==> src/rtl/freq_meas_monitor.sv <==
// Samples the upstream freq/phase words once per measurement window, averages
// 2^AVG_LOG2 stable samples, tracks min/max and presents results on valid/ready.
module freq_meas_monitor #(
   parameter int DSIZE      = 16,
   parameter int AVG_LOG2   = 2,
   parameter int WIN_LEN    = 65536,
   parameter int SAMPLE_OFS = 32768
) (
   input  logic             clock,
   input  logic             rst,
   input  logic [DSIZE-1:0] freq_in,
   input  logic [DSIZE-1:0] phase_in,
   input  logic [DSIZE-1:0] lo_thresh,
   input  logic [DSIZE-1:0] hi_thresh,
   input  logic             out_ready,
   input  logic             clr,
   output logic             out_valid,
   output logic [DSIZE-1:0] avg_freq,
   output logic [7:0]       avg_duty,
   output logic [DSIZE-1:0] min_freq,
   output logic [DSIZE-1:0] max_freq,
   output logic             alarm_lo,
   output logic             alarm_hi,
   output logic             overrun,
   output logic             sample_miss
);

   localparam int CW = (WIN_LEN > 1) ? $clog2(WIN_LEN) : 1;
   localparam int FW = DSIZE + AVG_LOG2;
   localparam int DW = 8 + AVG_LOG2;
   localparam int NW = AVG_LOG2 + 1;
   localparam logic [CW-1:0] CNT_LAST = CW'(WIN_LEN - 1);
   localparam logic [CW-1:0] CNT_OFS  = CW'(SAMPLE_OFS);
   localparam logic [NW-1:0] NUM_LAST = NW'((1 << AVG_LOG2) - 1);

   typedef enum logic {ST_WAIT = 1'b0, ST_SETTLE = 1'b1} state_t;

   state_t             state_reg, state_next;
   logic [2*DSIZE-1:0] s1_reg, s2_reg;
   logic [CW-1:0]      win_reg;
   logic [FW-1:0]      facc_reg;
   logic [DW-1:0]      dacc_reg;
   logic [NW-1:0]      num_reg;
   logic [DSIZE-1:0]   run_min_reg, run_max_reg;

   logic               stable, capture, miss, complete, load, drop;
   logic [DSIZE-1:0]   samp_freq, min_next, max_next, avg_freq_new;
   logic [7:0]         samp_duty, avg_duty_new;
   logic [FW-1:0]      facc_sum;
   logic [DW-1:0]      dacc_sum;

   // Two-stage capture; equal stages mean the upstream word was not mid-update.
   always_ff @(posedge clock) begin
      if (rst) begin
         s1_reg <= '0;
         s2_reg <= '0;
      end else begin
         s1_reg <= {freq_in, phase_in};
         s2_reg <= s1_reg;
      end
   end

   assign stable    = (s1_reg == s2_reg);
   assign samp_freq = s2_reg[2*DSIZE-1:DSIZE];
   assign samp_duty = s2_reg[DSIZE-1:DSIZE-8];

   always_ff @(posedge clock) begin
      if (rst || win_reg == CNT_LAST) begin
         win_reg <= '0;
      end else begin
         win_reg <= win_reg + CW'(1);
      end
   end

   always_ff @(posedge clock) begin
      if (rst) begin
         state_reg <= ST_WAIT;
      end else begin
         state_reg <= state_next;
      end
   end

   always_comb begin
      state_next = state_reg;
      case (state_reg)
         ST_WAIT:   if (win_reg == CNT_OFS) state_next = ST_SETTLE;
         ST_SETTLE: if (stable || win_reg == CNT_LAST) state_next = ST_WAIT;
         default:   state_next = ST_WAIT;
      endcase
   end

   always_comb begin
      capture = 1'b0;
      miss    = 1'b0;
      if (state_reg == ST_SETTLE) begin
         capture = stable;
         miss    = !stable && (win_reg == CNT_LAST);
      end
   end

   assign facc_sum     = facc_reg + FW'(samp_freq);
   assign dacc_sum     = dacc_reg + DW'(samp_duty);
   assign avg_freq_new = facc_sum[FW-1:AVG_LOG2];
   assign avg_duty_new = dacc_sum[DW-1:AVG_LOG2];
   assign min_next     = (num_reg == '0 || samp_freq < run_min_reg) ? samp_freq : run_min_reg;
   assign max_next     = (num_reg == '0 || samp_freq > run_max_reg) ? samp_freq : run_max_reg;
   assign complete     = capture && (num_reg == NUM_LAST);
   assign drop         = complete && out_valid && !out_ready;
   assign load         = complete && !drop;

   always_ff @(posedge clock) begin
      if (rst) begin
         facc_reg    <= '0;
         dacc_reg    <= '0;
         num_reg     <= '0;
         run_min_reg <= '0;
         run_max_reg <= '0;
      end else if (capture) begin
         run_min_reg <= min_next;
         run_max_reg <= max_next;
         if (complete) begin
            facc_reg <= '0;
            dacc_reg <= '0;
            num_reg  <= '0;
         end else begin
            facc_reg <= facc_sum;
            dacc_reg <= dacc_sum;
            num_reg  <= num_reg + NW'(1);
         end
      end
   end

   // A dropped block still clears the accumulators; only the held result survives.
   always_ff @(posedge clock) begin
      if (rst) begin
         out_valid   <= 1'b0;
         avg_freq    <= '0;
         avg_duty    <= '0;
         min_freq    <= '0;
         max_freq    <= '0;
         alarm_lo    <= 1'b0;
         alarm_hi    <= 1'b0;
         overrun     <= 1'b0;
         sample_miss <= 1'b0;
      end else begin
         if (load) begin
            out_valid <= 1'b1;
            avg_freq  <= avg_freq_new;
            avg_duty  <= avg_duty_new;
            min_freq  <= min_next;
            max_freq  <= max_next;
            alarm_lo  <= (avg_freq_new < lo_thresh);
            alarm_hi  <= (avg_freq_new > hi_thresh);
         end else if (out_valid && out_ready) begin
            out_valid <= 1'b0;
         end
         overrun     <= (overrun && !clr) || drop;
         sample_miss <= (sample_miss && !clr) || miss;
      end
   end

endmodule

==> config.mk <==
export PLATFORM = sky130hd
export DESIGN_NAME = freq_meas_monitor
export DESIGN_NICKNAME = d
export VERILOG_FILES = /design/src/rtl/freq_meas_monitor.sv
export SDC_FILE = /design/constraint.sdc
export NUM_CORES = 1
export LEC_CHECK = 0
export ABC_AREA = 1
export CAP_MARGIN = 0
export CORE_UTILIZATION = 45
export DETAILED_ROUTE_END_ITERATION = 6
export HOLD_SLACK_MARGIN = 0.12
export PLACE_DENSITY = 0.66
export SETUP_SLACK_MARGIN = 0.3
export SYNTH_ARGS = -nofsm -noshare
export SYNTH_HDL_FRONTEND = slang
export SYNTH_SLANG_ARGS = --single-unit
export TNS_END_PERCENT = 10
==> constraint.sdc <==
create_clock -name clock -period 7.6 [get_ports clock]
set_input_delay 1.52 -clock clock [delete_from_list [all_inputs] [get_ports clock]]
set_output_delay 1.52 -clock clock [all_outputs]
set_load 0.01 [all_outputs]
Word-level counts from Yosys, hierarchy flattened --
Cells that the tools add are included.
Word-level totals: bits in registers 205, latch bits 0, bits in writable memories 0, bits in read-only memories 0, output and inout port bits 61, memories kept 0
Operators by class: add/sub/neg operators 4, multiply operators 0, div/mod/pow operators 0, order comparisons 4, eq/ne operators 4, shifts and indexed selects 0, multiplexer cells 12, bitwise operators 1, reductions and logical operators 20
Operators by type and width (number):
- 16-bit equality test (second input constant) | 2
- 32-bit equality test | 1
- 16-bit > comparator | 2
- 16-bit less-than comparator | 2
- 16-bit two-way mux | 2
- 18-bit by 16-bit adder with 18-bit output | 1
- 18-bit two-way mux | 1
- 16-bit by 1-bit adder with 16-bit output (second input constant) | 1
- 10-bit by 8-bit adder with 10-bit output | 1
- 10-bit two-way mux | 1
- 1-bit logical AND | 8
- 1-bit logical OR | 6
- 1-bit two-way mux | 6
- 1-bit zero test | 4
- 3-bit by 1-bit adder with 3-bit output (second input constant) | 1
- 3-bit by 2-bit equality test with 1-bit output (second input constant) | 1
- 3-bit zero test | 1
- 3-bit two-way mux | 1
- 1-bit case mux with 2 select lines | 1
- 2-bit nonzero test | 1
- 1-bit NOT | 1

Longest topological paths before layout --
Gate-level depths: netlist (run 1).
depth in word-level cells 8, mapped depth 18

Worst setup path before layout (run 1) --
OpenSTA, ideal clock, no wires.
path kind register -> register, start point register s2_reg[16], end point register alarm_hi, setup time 0.064 ns, arrival time 2.548 ns, data required time 7.536 ns, slack 4.988 ns, cell stages (with the launch flop) 18, path buffers 0, period minus slack after synthesis 2.612 ns, cell sequence dfxtp_1 ha_1 fa_1 nand2_1 o21ai_0 nand2_1 nand3_1 nand3_1 nand2_1 nand2_1 nand2_1 ha_1 nand4_1 nor3_1 nand2_1 a22oi_1 nor2_1 nor2_1
On the way: elaborated cells on any way between the ends 9, classes of those cells add/sub (1); order compare (1); eq/ne (1); mux (1); reduce/logical (5)
RTL lines:
- from (decl) | RTL line 39 | logic [2*DSIZE-1:0] s1_reg, s2_reg;
- from (signal assigned) | RTL line 59 | s2_reg <= s1_reg;
- 18-bit by 16-bit adder with 18-bit output | RTL line 101 | assign facc_sum = facc_reg + FW'(samp_freq);
- net facc_sum[16] | RTL line 49 | logic [FW-1:0] facc_sum;
- 16-bit > comparator | RTL line 153 | alarm_hi <= (avg_freq_new > hi_thresh);
- to (signal assigned) | RTL line 153
- to (decl) | RTL line 23 | output logic alarm_hi,
The timed path passes the listed nets, and every way through them passes these cells. A chain may end at the register's enable or synchronous reset.

Worst setup path in the final report (run 1) --
Ends and elaborated chain as after synthesis.

==> results summary, run 1 <==
The number of clock sinks came out at 205. Among all flip-flop cells after synthesis, the most frequent one is sky130_fd_sc_hd__dfxtp_1. The sequential cells in the finished layout cover a total of 4104 um^2. The power density normalized to cell area is 174.6 nW/um^2. Counting flops with an async set or reset pin after synthesis yields a share of 0%. Walking the worst path, the cells encountered are ha_1, fa_1, nand2_1, o21ai_0, nand2_1, nand3_1, nand3_1, nand3_1, nand2_1, ha_1, nand4_1, nor3_1, nand2_1, a22oi_1, nor2_1, nor2_1.

The area of the core came out at 25,110 um^2. The hold buffer count at cts came out at 0. The final-stage net count is 2,051. The worst clock skew on the final layout is 12.76 ps. The largest individual stage delay along the critical path comes from the cell sky130_fd_sc_hd__o21ai_0. Setup violations remaining at the end of the flow were counted as 0. The buffer type at the clock tree root is sky130_fd_sc_hd__clkbuf_16. Sequential cells were found to cover 35.73% of the synthesized design area. 129 I/O pins were placed. The worst hold margin is 431.4 ps. The cell that appears most often on the critical path is sky130_fd_sc_hd__nand2_1. In the final routed layout, each cell accounts on average for 12.28 um.

The number of placement rows came out at 58. The width of the die is 161.8 um. The worst stage delay on the critical path came out at 490 ps. The detail route stage leaves a number of antenna-violating nets equal to 0. The setup total negative slack came out at 0 ps. Among cell families on the critical path, the largest total delay comes from simple AND/OR/NAND/NOR gates. The worst setup path is launched from a flip-flop. The worst hold path belongs to the class flip-flop to flip-flop. The final wirelength came out at 27.48 mm. Setup repair after global routing left no endpoint under its margin. Max-cap violations in this run came to 0. After synthesis, the cell types taking the most area are sky130_fd_sc_hd__dfxtp_1 36%, sky130_fd_sc_hd__nand2_1 17%, sky130_fd_sc_hd__inv_1 10%, sky130_fd_sc_hd__ha_1 9.9%, sky130_fd_sc_hd__nor2_1 8.3%.

The clock slew at the register clock pins of the worst setup and hold paths is 60 ps. The cell area reported after detailed placement came out at 12,990 um^2. The synthesis warning total came out at 0. Along the worst path, the maximum fanout reaches 5. After synthesis, the mean cell area works out to 6.434 um^2. The detailed-router iteration count before antenna repair came out at 5. The detailed-route via count is 10,550. The repair_antennas step left the layout with diodes totalling 0. The final count of pins violating max slew is 0.

The number of buffers and inverters on the critical path is 0. The final clock period utilization by the worst path is 43.92%. For this configuration, the core starts out at a cell density of 45.74%.

The floorplan step set the die height to 161.8 um. The synthesized netlist cell count is 1,785. The area growth from synthesis to layout is 19.57%. The initial antenna violation count came to 0. The area occupied by multi-input gates came out at 5914 um^2.

The final design instance area without fill is 13,730 um^2. The netlist area before placement came out at 11,480 um^2. The net count after synthesis came out at 1,946.

The deepest level of the CTS H-tree came out at 1. The HPWL reported at the end of detailed placement came out at 19.33 mm. The pin slew with the least headroom to its limit is 1067 ps. The critical path is of the flip-flop to flip-flop type. The post-route netlist has 3.092% of its cells at a drive strength greater than 1.

The post-CTS repair timing setup buffer count came out at 0. The global routing usage summed across all routing layers is 20.88%. For the worst setup path, the data required time is 8060 ps.

After detailed routing, the number of remaining DRC violations is 0. The number of resized instances in the post-cts repair step came out at 0. The final estimated routing congestion in global placement is 0.8883. Of all cell types, the one taking the most synthesized area is sky130_fd_sc_hd__dfxtp_1. The endpoint class of the critical path is a flip-flop.

In this run, synthesis produced a sequential element count of 205. At the worst endpoint, the arrival time is 3800 ps. The maximum clock insertion buffer count is 3. After global routing the overflow that remains totals 0. The global-route wire length before repair is 44.90 mm.

TritonCTS built the clock tree. Buffers inserted during clock tree synthesis total 24. In this run, synthesis inferred 0 flip-flops with an integrated enable. For this design the static power due to leakage is 0.007058 uW.

The number of distinct library cell variants in the gate-level netlist after synthesis is 34. The fmax came out at 299.6 MHz. The via count of the first global-routing pass came out at 9,559. The routed via count divided by cell count came out at 4.714.

In the synthesized netlist, the cells that appear most often are 533 x sky130_fd_sc_hd__nand2_1, 320 x sky130_fd_sc_hd__inv_1, 253 x sky130_fd_sc_hd__nor2_1. Among all cell types in the netlist, the one instantiated most often is sky130_fd_sc_hd__nand2_1. The fill cell total of the finished layout is 2,609.

The pin count of the biggest net entering global routing is 78. VDD sags by at most 0.1370 mV. The final hold violation count is 0. The shortest period the worst path allows is 3338 ps.

The run finished with clean final reports. The clock reaches the later pin of the worst-skew pair after 520 ps. Of the post-synthesis cell area, the dominant cell type holds 35.73%.

The die area came out at 26,160 um^2. The relative max-transition margin is 28.69%. The number of buffers added on ports came out at 128. After the first detailed-routing iteration, the DRC count stood at 560.
[area by class of cell]
| type | instances | share of cell area (%) |
|---|---|---|
| timing repair buffer | 133 | 9.585 |
| sequential | 205 | 29.89 |
| multi-input combinational | 1196 | 43.07 |
| clock buffer | 35 | 5.048 |
| tap | 330 | 3.007 |
| inverter | 330 | 9.021 |
| clock inverter | 9 | 0.3827 |
[kinds of logic (layout without fill, tap and decap cells)]
logic type	after synthesis	in the layout	synth area share, %
AND/OR/NAND/NOR	923	923	32.08
XOR/XNOR	27	27	2.059
flip-flops	205	205	35.73
adder cells (fa/ha/maj)	93	93	10.26
buffers and inverters	384	507	12.91
AO/OA/AOI/OAI	153	153	6.951
[worst reg2reg max path, delay by kind of cell (launching register included)]
kind,cells,cell delay [ps]
AOI/OAI and AO/OA,2,640
DFF,1,440
adders and majority gates,3,830
and+or+nand+nor,11,1370
[per-layer routing]
metal / GRT usage [%] / vias up / share of wire, %
li1: - / 5640 / -
met1: 26.93 / 4652 / 47
met2: 36.09 / 217 / 45
met3: 2.937 / 42 / 5.2
met4: 6.132 / 0 / 2.3
met5: 0 / - / 0
[path summary, 6_finish.rpt]
| path | slack, ps | startpoint | cells past startpoint | end |
|---|---|---|---|---|
| max | 4260 | s2_reg[16] | 16 | alarm_hi |
| min | 430 | s1_reg[5] | 2 | s2_reg[5] |
| max reg2reg | 4260 | s2_reg[16] | 16 | alarm_hi |
| min reg2reg | 430 | s1_reg[5] | 2 | s2_reg[5] |
[where the power goes]
part           leakage, uW  switching (uW)  internal [uW]
sequential         0.00167            21.5           1090
clock             0.000374             453            633
combinational      0.00502             115           83.5
[layout by cell type, fill, tap and decap left out, types with 11 or more instances in the layout]
cell                              Yosys  routed
sky130_fd_sc_hd__nand2_1            533     533
sky130_fd_sc_hd__nand3_1             98      98
sky130_fd_sc_hd__a21oi_1            119     119
sky130_fd_sc_hd__inv_1              320     320
sky130_fd_sc_hd__xor2_1              17      17
sky130_fd_sc_hd__nand4_1             11      11
sky130_fd_sc_hd__ha_1                91      91
sky130_fd_sc_hd__clkdlybuf4s50_1      0     127
sky130_fd_sc_hd__clkbuf_16            0      25
sky130_fd_sc_hd__o21ai_0             20      20
sky130_fd_sc_hd__nor3_1              16      16
sky130_fd_sc_hd__nor2_1             253     252
sky130_fd_sc_hd__dfxtp_1            205     205
[through the flow]
step           setup slack (ps)  power, uW  instances  util (%)
6_report                   4262       2398       2238     54.69
5_1_grt                    3990       2504       2238     54.69
4_1_cts                    4279       2429       2238     54.69
3_5_place_dp               3863       1335       2194     51.72
3_3_place_gp               3933       1332       2194     51.72
2_1_floorplan              4988       1257       1785         -
No activity file was read; power rests on OpenSTA's default activity.
==> run 2: changes to the inputs <==
- PLACE_DENSITY: 0.66 -> 0.69
- clock period: 7.6 -> 2.95 ns (I/O delays scaled with it)
==> results summary, run 2 (same netlist as run 1, synthesis figures left out) <==
The run finished with clean final reports. The number of DRC violations after detailed routing is 0 (unchanged). The per-cell routed wire length is 12.80 um (+4.2%).

The number of buffers added on ports is 128 (unchanged). The share of post-route cells with drive strength above 1 came out at 8.389% (+5.3 points). After global routing, the most crowded layer is met2. The worst stage delay on the critical path is 360 ps (-130 ps).

The part of the total power dissipated in sequential elements came out at 43.6% (-2.8 points). The worst hold path belongs to the class input pin to flip-flop. The power density normalized to cell area came to 451.2 nW/um^2 (+160%).

The relative max-transition margin came out at 45.28% (+17 points). The global routing usage summed across all routing layers is 22.15% (+1.3 points). The fmax is 391.9 MHz (+31%).

The area of the core was 25,110 um^2 (unchanged). The internal power of the cells came to 4970 uW (+170%). The clock buffer count from CTS came out at 24 (unchanged). The antenna cell count is 0 (unchanged). The via count of the first global-routing pass came out at 10,150 (+6.2%). The setup slack of the most critical reg-to-reg path is 400 ps (-3860 ps).

Setup repair after global routing could not meet its margin everywhere. The cell leakage power came out at 0.007289 uW (+3.3%). The power share of the combinational group came out at 9.0% (+0.7 points). The met3 usage came to 2.911% (-0.026 points). The detailed-route via count is 10,850 (+2.8%).

The deepest level of the CTS H-tree came out at 1 (unchanged). The final count of negative-setup-slack endpoints came out at 0 (unchanged). TritonCTS built the clock tree. The final estimated routing congestion in global placement came to 0.8670 (-2.4%). The shortest period the worst path allows came to 2552 ps (-785.9 ps). The peak supply drop came to 0.3706 mV (+170%).

The share of power burned in the clock network is 47.4% (+2.1 points). The clock latency at the later pin of the worst-skew pair was 510 ps (about the same). CTS placed an instance of sky130_fd_sc_hd__clkbuf_16 at the clock tree root. The data required time of the critical path came out at 3360 ps (-4700 ps). The number of cells after detailed placement is 2,228 (+1.5%). The worst clock skew on the final layout came out at 10.91 ps (-1.847 ps). The startpoint identified for the worst hold timing path is rst. The number of placement rows came out at 58 (unchanged). The pin count of the biggest net entering global routing came out at 69 (-12%). The final worst-path setup slack is 398.0 ps (-3864 ps). The routed via count divided by cell count came out at 4.772 (+1.2%). The DRC violation total after the first TritonRoute iteration came to 764 (+36%).

The global-route wire length before repair came to 47.81 mm (+6.5%). The width of the die came to 161.8 um (unchanged). The critical path is of the flip-flop to flip-flop type. The total overflow reported by the global router came to 0 (unchanged). The area growth from synthesis to layout came out at 26.11%.

The total power came out at 6535 uW (+170%). The power dissipated by switching net loads is 1565 uW (+170%). The most common library cell in the layout ignoring fill and taps is sky130_fd_sc_hd__nand2_1. The share of the core filled with cells in the final layout came out at 57.68% (+3.0 points). The final clock period utilization by the worst path was 86.51% (+43 points). The met2 demand-to-capacity share in global routing is 37.87% (+1.8 points). The max capacitance violation total was 0 (unchanged). The startpoint identified for the worst register-to-register timing path is s2_reg[16]. The endpoint of the most critical register-to-register path is alarm_hi. The path depth of the worst reg2reg path is 13 (-3).

The clock slew at the register clock pins of the worst setup and hold paths came out at 60 ps (about the same). The die area is 26,160 um^2 (unchanged). The count of buffer and inverter cells on the critical path came out at 0 (unchanged).

The boundary pin count came out at 129 (unchanged). The initial core utilization came out at 45.74% (unchanged). In the layout the commonest cells are 522 x sky130_fd_sc_hd__nand2_1, 320 x sky130_fd_sc_hd__inv_1, 250 x sky130_fd_sc_hd__nor2_1. The final hold violation count came out at 0 (unchanged).

The detailed-router iteration count before antenna repair came to 7 (+2). The maximum clock insertion buffer count is 3 (unchanged). The pre-CTS setup slack came out at 80.95 ps (-3782 ps).

Tracing the worst setup path back leads to its startpoint at s2_reg[16]. The master of the slowest instance on the critical path is sky130_fd_sc_hd__fa_2. The final-stage net count came out at 2,087 (+1.8%). The worst hold path terminates at win_reg[15]. The height of the die came out at 161.8 um (unchanged). The met1 layer usage reported by global route is 29.72% (+2.8 points). The initial antenna violation count was 0 (unchanged). Walking the worst path, the cells encountered are ha_4, fa_2, nand2_2, o21ai_4, nand2_1, nand3_2, xor2_2, ha_1, nand2_1, nor4_1, a22oi_1, nor2_1, nor2_1. The switching power share of the total came out at 23.95% (-0.60 points).

The hold buffer count at cts is 0 (unchanged). The number of routed nets with antenna violations was 0 (unchanged). The number of clock sinks is 205 (unchanged). The number of cells on the worst hold path came to 4 (+2). The pin slew with the least headroom to its limit is 820.8 ps (-246.3 ps).

The worst setup path is launched from a flip-flop. The setup total negative slack is 0 ps (unchanged). The final count of pins violating max slew is 0 (unchanged).

The HPWL reported at the end of detailed placement is 20.94 mm (+8.3%). The cell family contributing the most delay on the critical path is simple AND/OR/NAND/NOR gates. The maximum net fanout on the critical path came out at 4 (-1). The endpoint class of the critical path is a flip-flop.

The critical path data arrival time came out at 2960 ps (-840 ps). The final wirelength was 29.08 mm (+5.8%). The count of non-filler cells in the finished layout came to 2,273 (+1.6%).
==> run 2: power groups by stage <==
stage          combinational (uW)  clock (uW)  sequential [uW]
2_1_floorplan                 333           0             2910
3_3_place_gp                  556           0             2900
3_5_place_dp                  565           0             2910
4_1_cts                       571        3160             2850
5_1_grt                       662        3290             2860
6_report                      586        3100             2850
==> run 2: layer usage <==
| metal | up-vias | wire length, um |
|---|---|---|
| met2 | 240 | 13560 |
| met3 | 34 | 1528 |
| met4 | 0 | 427 |
| met1 | 4852 | 13560 |
| li1 | 5721 | - |
| met5 | - | 0 |
==> run 2: stage by stage <==
stage	instance area (um^2)	hold WS [ps]
after global routing	14480	412.2
final	14480	396.6
after global placement	13270	423.5
after detailed placement	13270	436.0
after floorplan	11480	415.3
after CTS	14150	380.7
==> run 2: cell type report <==
| class | instances | area [um^2] |
|---|---|---|
| clock buffer | 31 | 688.2 |
| tap | 330 | 412.9 |
| fill | 2350 | 10630 |
| clock inverter | 12 | 145.1 |
| inverter | 330 | 1239 |
| sequential | 205 | 4119 |
| multi-input combinational | 1196 | 6256 |
| timing repair buffer | 169 | 1624 |
==> run 2: worst max path at each step <==
stage | end | slack (ps) | cells past startpoint
3_3_place_gp | alarm_hi | 130 | 17
2_1_floorplan | alarm_hi | 340 | 17
5_1_grt | alarm_hi | 180 | 17
3_5_place_dp | alarm_hi | 80 | 15
6_report | alarm_hi | 400 | 13
4_1_cts | alarm_lo | 300 | 17
==> run 2: repair_timing <==
action / 4_1_cts / 5_1_grt
pin swaps: 3 / 20
hold endpoints to repair: 0 / 0
buffers inserted: 0 / 2
endpoints found under the setup margin: 2 / 2
resized for setup: 12 / 62
cloned: 0 / 0
==> run 2: worst min-delay path, delay by kind of cell <==
kind          cells  cell delay [ps]
simple gates      3              170
buf+inv           1              110
==> run 3: changes to the inputs <==
- CTS_BUF_LIST: not set -> sky130_fd_sc_hd__clkbuf_8
==> results summary, run 3 (same netlist as run 1, synthesis figures left out) <==
The run finished with clean final reports. The library cell used most frequently in the layout, excluding fill and tap cells, is sky130_fd_sc_hd__nand2_1. The relative max-transition margin is 45.70% (+0.42 points). The final count of pins violating max slew is 0 (unchanged). The detailed-route via count came out at 10,960 (+1.1%). The pin count of the biggest net entering global routing came out at 69 (unchanged).

The width of the die is 161.8 um (unchanged). The final-stage net count is 2,100 (+0.62%). The met2 wire length came out at 13.43 mm (-1.0%). The startpoint identified for the worst register-to-register timing path is s2_reg[17]. The final clock period utilization by the worst path came out at 87.58% (+1.1 points). The data required time of the critical path came to 3430 ps (+70 ps). The number of routed nets with antenna violations is 0 (unchanged).

The clock tree from TritonCTS is done. The endpoint identified for the worst register-to-register timing path is alarm_lo. Relative to the synthesized area, the layout overhead comes to 26.54%. The clock latency at the later pin of the worst-skew pair is 540 ps (+30 ps). The pin slew with the least headroom to its limit came to 814.5 ps (-6.307 ps). The global-route wire length before repair is 48.22 mm (+0.85%).

The number of placement rows is 58 (unchanged). The worst clock skew on the final layout came out at 13.88 ps (+2.970 ps). The total overflow reported by the global router came out at 0 (unchanged).

The met1 wire length is 13.38 mm (-1.3%). Setup repair after global routing could not meet its margin everywhere. The height of the die came to 161.8 um (unchanged). The deepest level of the CTS H-tree came out at 2 (+1). The final count of negative-setup-slack endpoints came out at 0 (unchanged). The clock slew at the register clock pins of the worst setup and hold paths came out at 70 ps (about the same). In this run the clock root is driven by a sky130_fd_sc_hd__clkbuf_8. The DRC violation total after the first TritonRoute iteration came out at 684 (-10%). The critical path launch point type is a flip-flop. The routed length on met3 is 1.738 mm (+14%).

The endpoint class of the critical path is a flip-flop. The detailed-router iteration count before antenna repair is 5 (-2). The final wirelength was 29.15 mm (+0.22%).

The die area came out at 26,160 um^2 (unchanged). The top layer reached by signal wires is met4. The setup total negative slack came out at 0 ps (unchanged). The worst stage delay on the critical path came out at 340 ps (-20 ps). The cell leakage power is 0.007345 uW (+0.76%). The number of DRC violations after detailed routing is 0 (unchanged). The path depth of the worst reg2reg path was 16 (+3). The area of the core is 25,110 um^2 (unchanged). The initial antenna violation count came to 0 (unchanged). The signal on the critical path passes through ha_1, nand3_1, nand3_1, nand2_1, nand2_2, a21oi_2, xnor2_1, buf_4, ha_1, a21oi_1, nor2_1, a211oi_2, o21ai_1, a21oi_1, nor2_1, nor2_1. The per-cell routed wire length came out at 12.70 um (-0.78%). The hold buffer count at cts was 0 (unchanged). The via count of the first global-routing pass was 10,270 (+1.2%). The worst hold path belongs to the class input pin to flip-flop. The final estimated routing congestion in global placement is 0.8670 (unchanged). The master of the slowest instance on the critical path is sky130_fd_sc_hd__dfxtp_2. The number of clock sinks came to 205 (unchanged). The share of post-route cells with drive strength above 1 was 9.410% (+1.0 points). The peak supply drop came out at 0.3226 mV (-13%).

The worst hold path terminates at win_reg[15]. In this design, the critical path's most frequently occurring cell is sky130_fd_sc_hd__nor2_1. The antenna cell count is 0 (unchanged). The final hold violation count is 0 (unchanged).

The HPWL reported at the end of detailed placement is 20.94 mm (unchanged). The setup slack of the most critical reg-to-reg path came out at 370 ps (-30 ps). The clock buffer count from CTS came out at 38 (+58%).

The count of buffer and inverter cells on the critical path came out at 1 (+1). The maximum net fanout on the critical path came out at 4 (unchanged). In the layout the commonest cells are 522 x sky130_fd_sc_hd__nand2_1, 329 x sky130_fd_sc_hd__inv_1, 249 x sky130_fd_sc_hd__nor2_1. The total power came out at 6562 uW (+0.41%).

The hold path startpoint is rst. The fmax is 387.1 MHz (-1.2%). The number of buffers added on ports was 128 (unchanged). The shortest period the worst path allows came out at 2584 ps (+31.63 ps). The fill cell total of the finished layout came to 2,376 (+1.1%).

The initial core utilization was 45.74% (unchanged). The boundary pin count came out at 129 (unchanged). The category of the critical setup timing path is flip-flop to flip-flop. The routed via count divided by cell count came to 4.774 (about the same). The power density normalized to cell area came out at 451.5 nW/um^2 (about the same). The max capacitance violation total is 0 (unchanged).

The number of cells on the worst hold path came out at 4 (unchanged). The critical path data arrival time is 3060 ps (+100 ps). The maximum clock insertion buffer count is 3 (unchanged). The cell family contributing the most delay on the critical path is compound AO/OA/AOI/OAI gates. The global routing usage summed across all routing layers is 22.56% (+0.41 points).
[run 3: changes by cell type in the layout (fill, tap and decap cells not counted), sizes merged]
cell,before,now
clkbuf,31,47
inv,330,340
clkinv,8,3
bufinv,3,5
buf,42,41
clkinvlp,1,2
[run 3: worst min-delay path, cell delays in order]
cell	delay, ps
sky130_fd_sc_hd__buf_4	110
sky130_fd_sc_hd__nor2_1	60
sky130_fd_sc_hd__nand2_1	60
sky130_fd_sc_hd__nor2_1	30
[run 3: repair_timing]
item / CTS / global route
setup buffers: 0 / 1
pin swaps: 4 / 20
gates resized for setup: 14 / 66
endpoints found under the setup margin: 2 / 2
endpoints found under the hold margin: 0 / 0
cloned: 0 / 0
[run 3: worst max path at each step]
stage | endpoint | start | slack, ps | cells after the start
floorplan | alarm_hi | s2_reg[16] | 340 | 17
global placement | alarm_hi | s2_reg[16] | 130 | 17
detailed placement | alarm_hi | s2_reg[16] | 80 | 15
CTS | alarm_hi | facc_reg[12] | 310 | 13
global route | alarm_hi | s2_reg[16] | 180 | 17
finish | alarm_lo | s2_reg[17] | 370 | 16
[run 3: power breakdown]
| part | internal (uW) | switching [uW] |
|---|---|---|
| clock | 1880 | 1240 |
| sequential | 2820 | 36.2 |
| combinational | 250 | 335 |
| total | 4950 | 1620 |
[run 3: area by class of cell]
| cell class | instances | area, um^2 | area share [%] |
|---|---|---|---|
| multi-input cells | 1196 | 6270 | 43.14 |
| well taps | 330 | 412.9 | 2.841 |
| repair buffers | 168 | 1617 | 11.12 |
| clock inverters | 20 | 222.7 | 1.533 |
| flip-flops and latches | 205 | 4125 | 28.39 |
| clock buffers | 47 | 646.9 | 4.451 |
| inverters | 330 | 1239 | 8.523 |
[run 3: metrics by stage]
step                hold slack, ps  instance area, um^2  worst slack, ps  util [%]  cells
floorplan                    415.3                11480            337.6         -   1785
global placement             423.5                13270            125.3     52.87   2228
detailed placement           436.0                13270            80.95     52.87   2228
CTS                          342.7                14200            306.4     56.56   2295
global route                 370.2                14530            183.9     57.88   2296
finish                       363.8                14530            366.4     57.88   2296
[run 3: layer usage]
metal | vias to the layer above | global-route usage [%]
met1 | 4915 | 29.48
met5 | - | 0
met4 | 0 | 6.346
met3 | 47 | 3.754
met2 | 250 | 38.24
li1 | 5750 | -
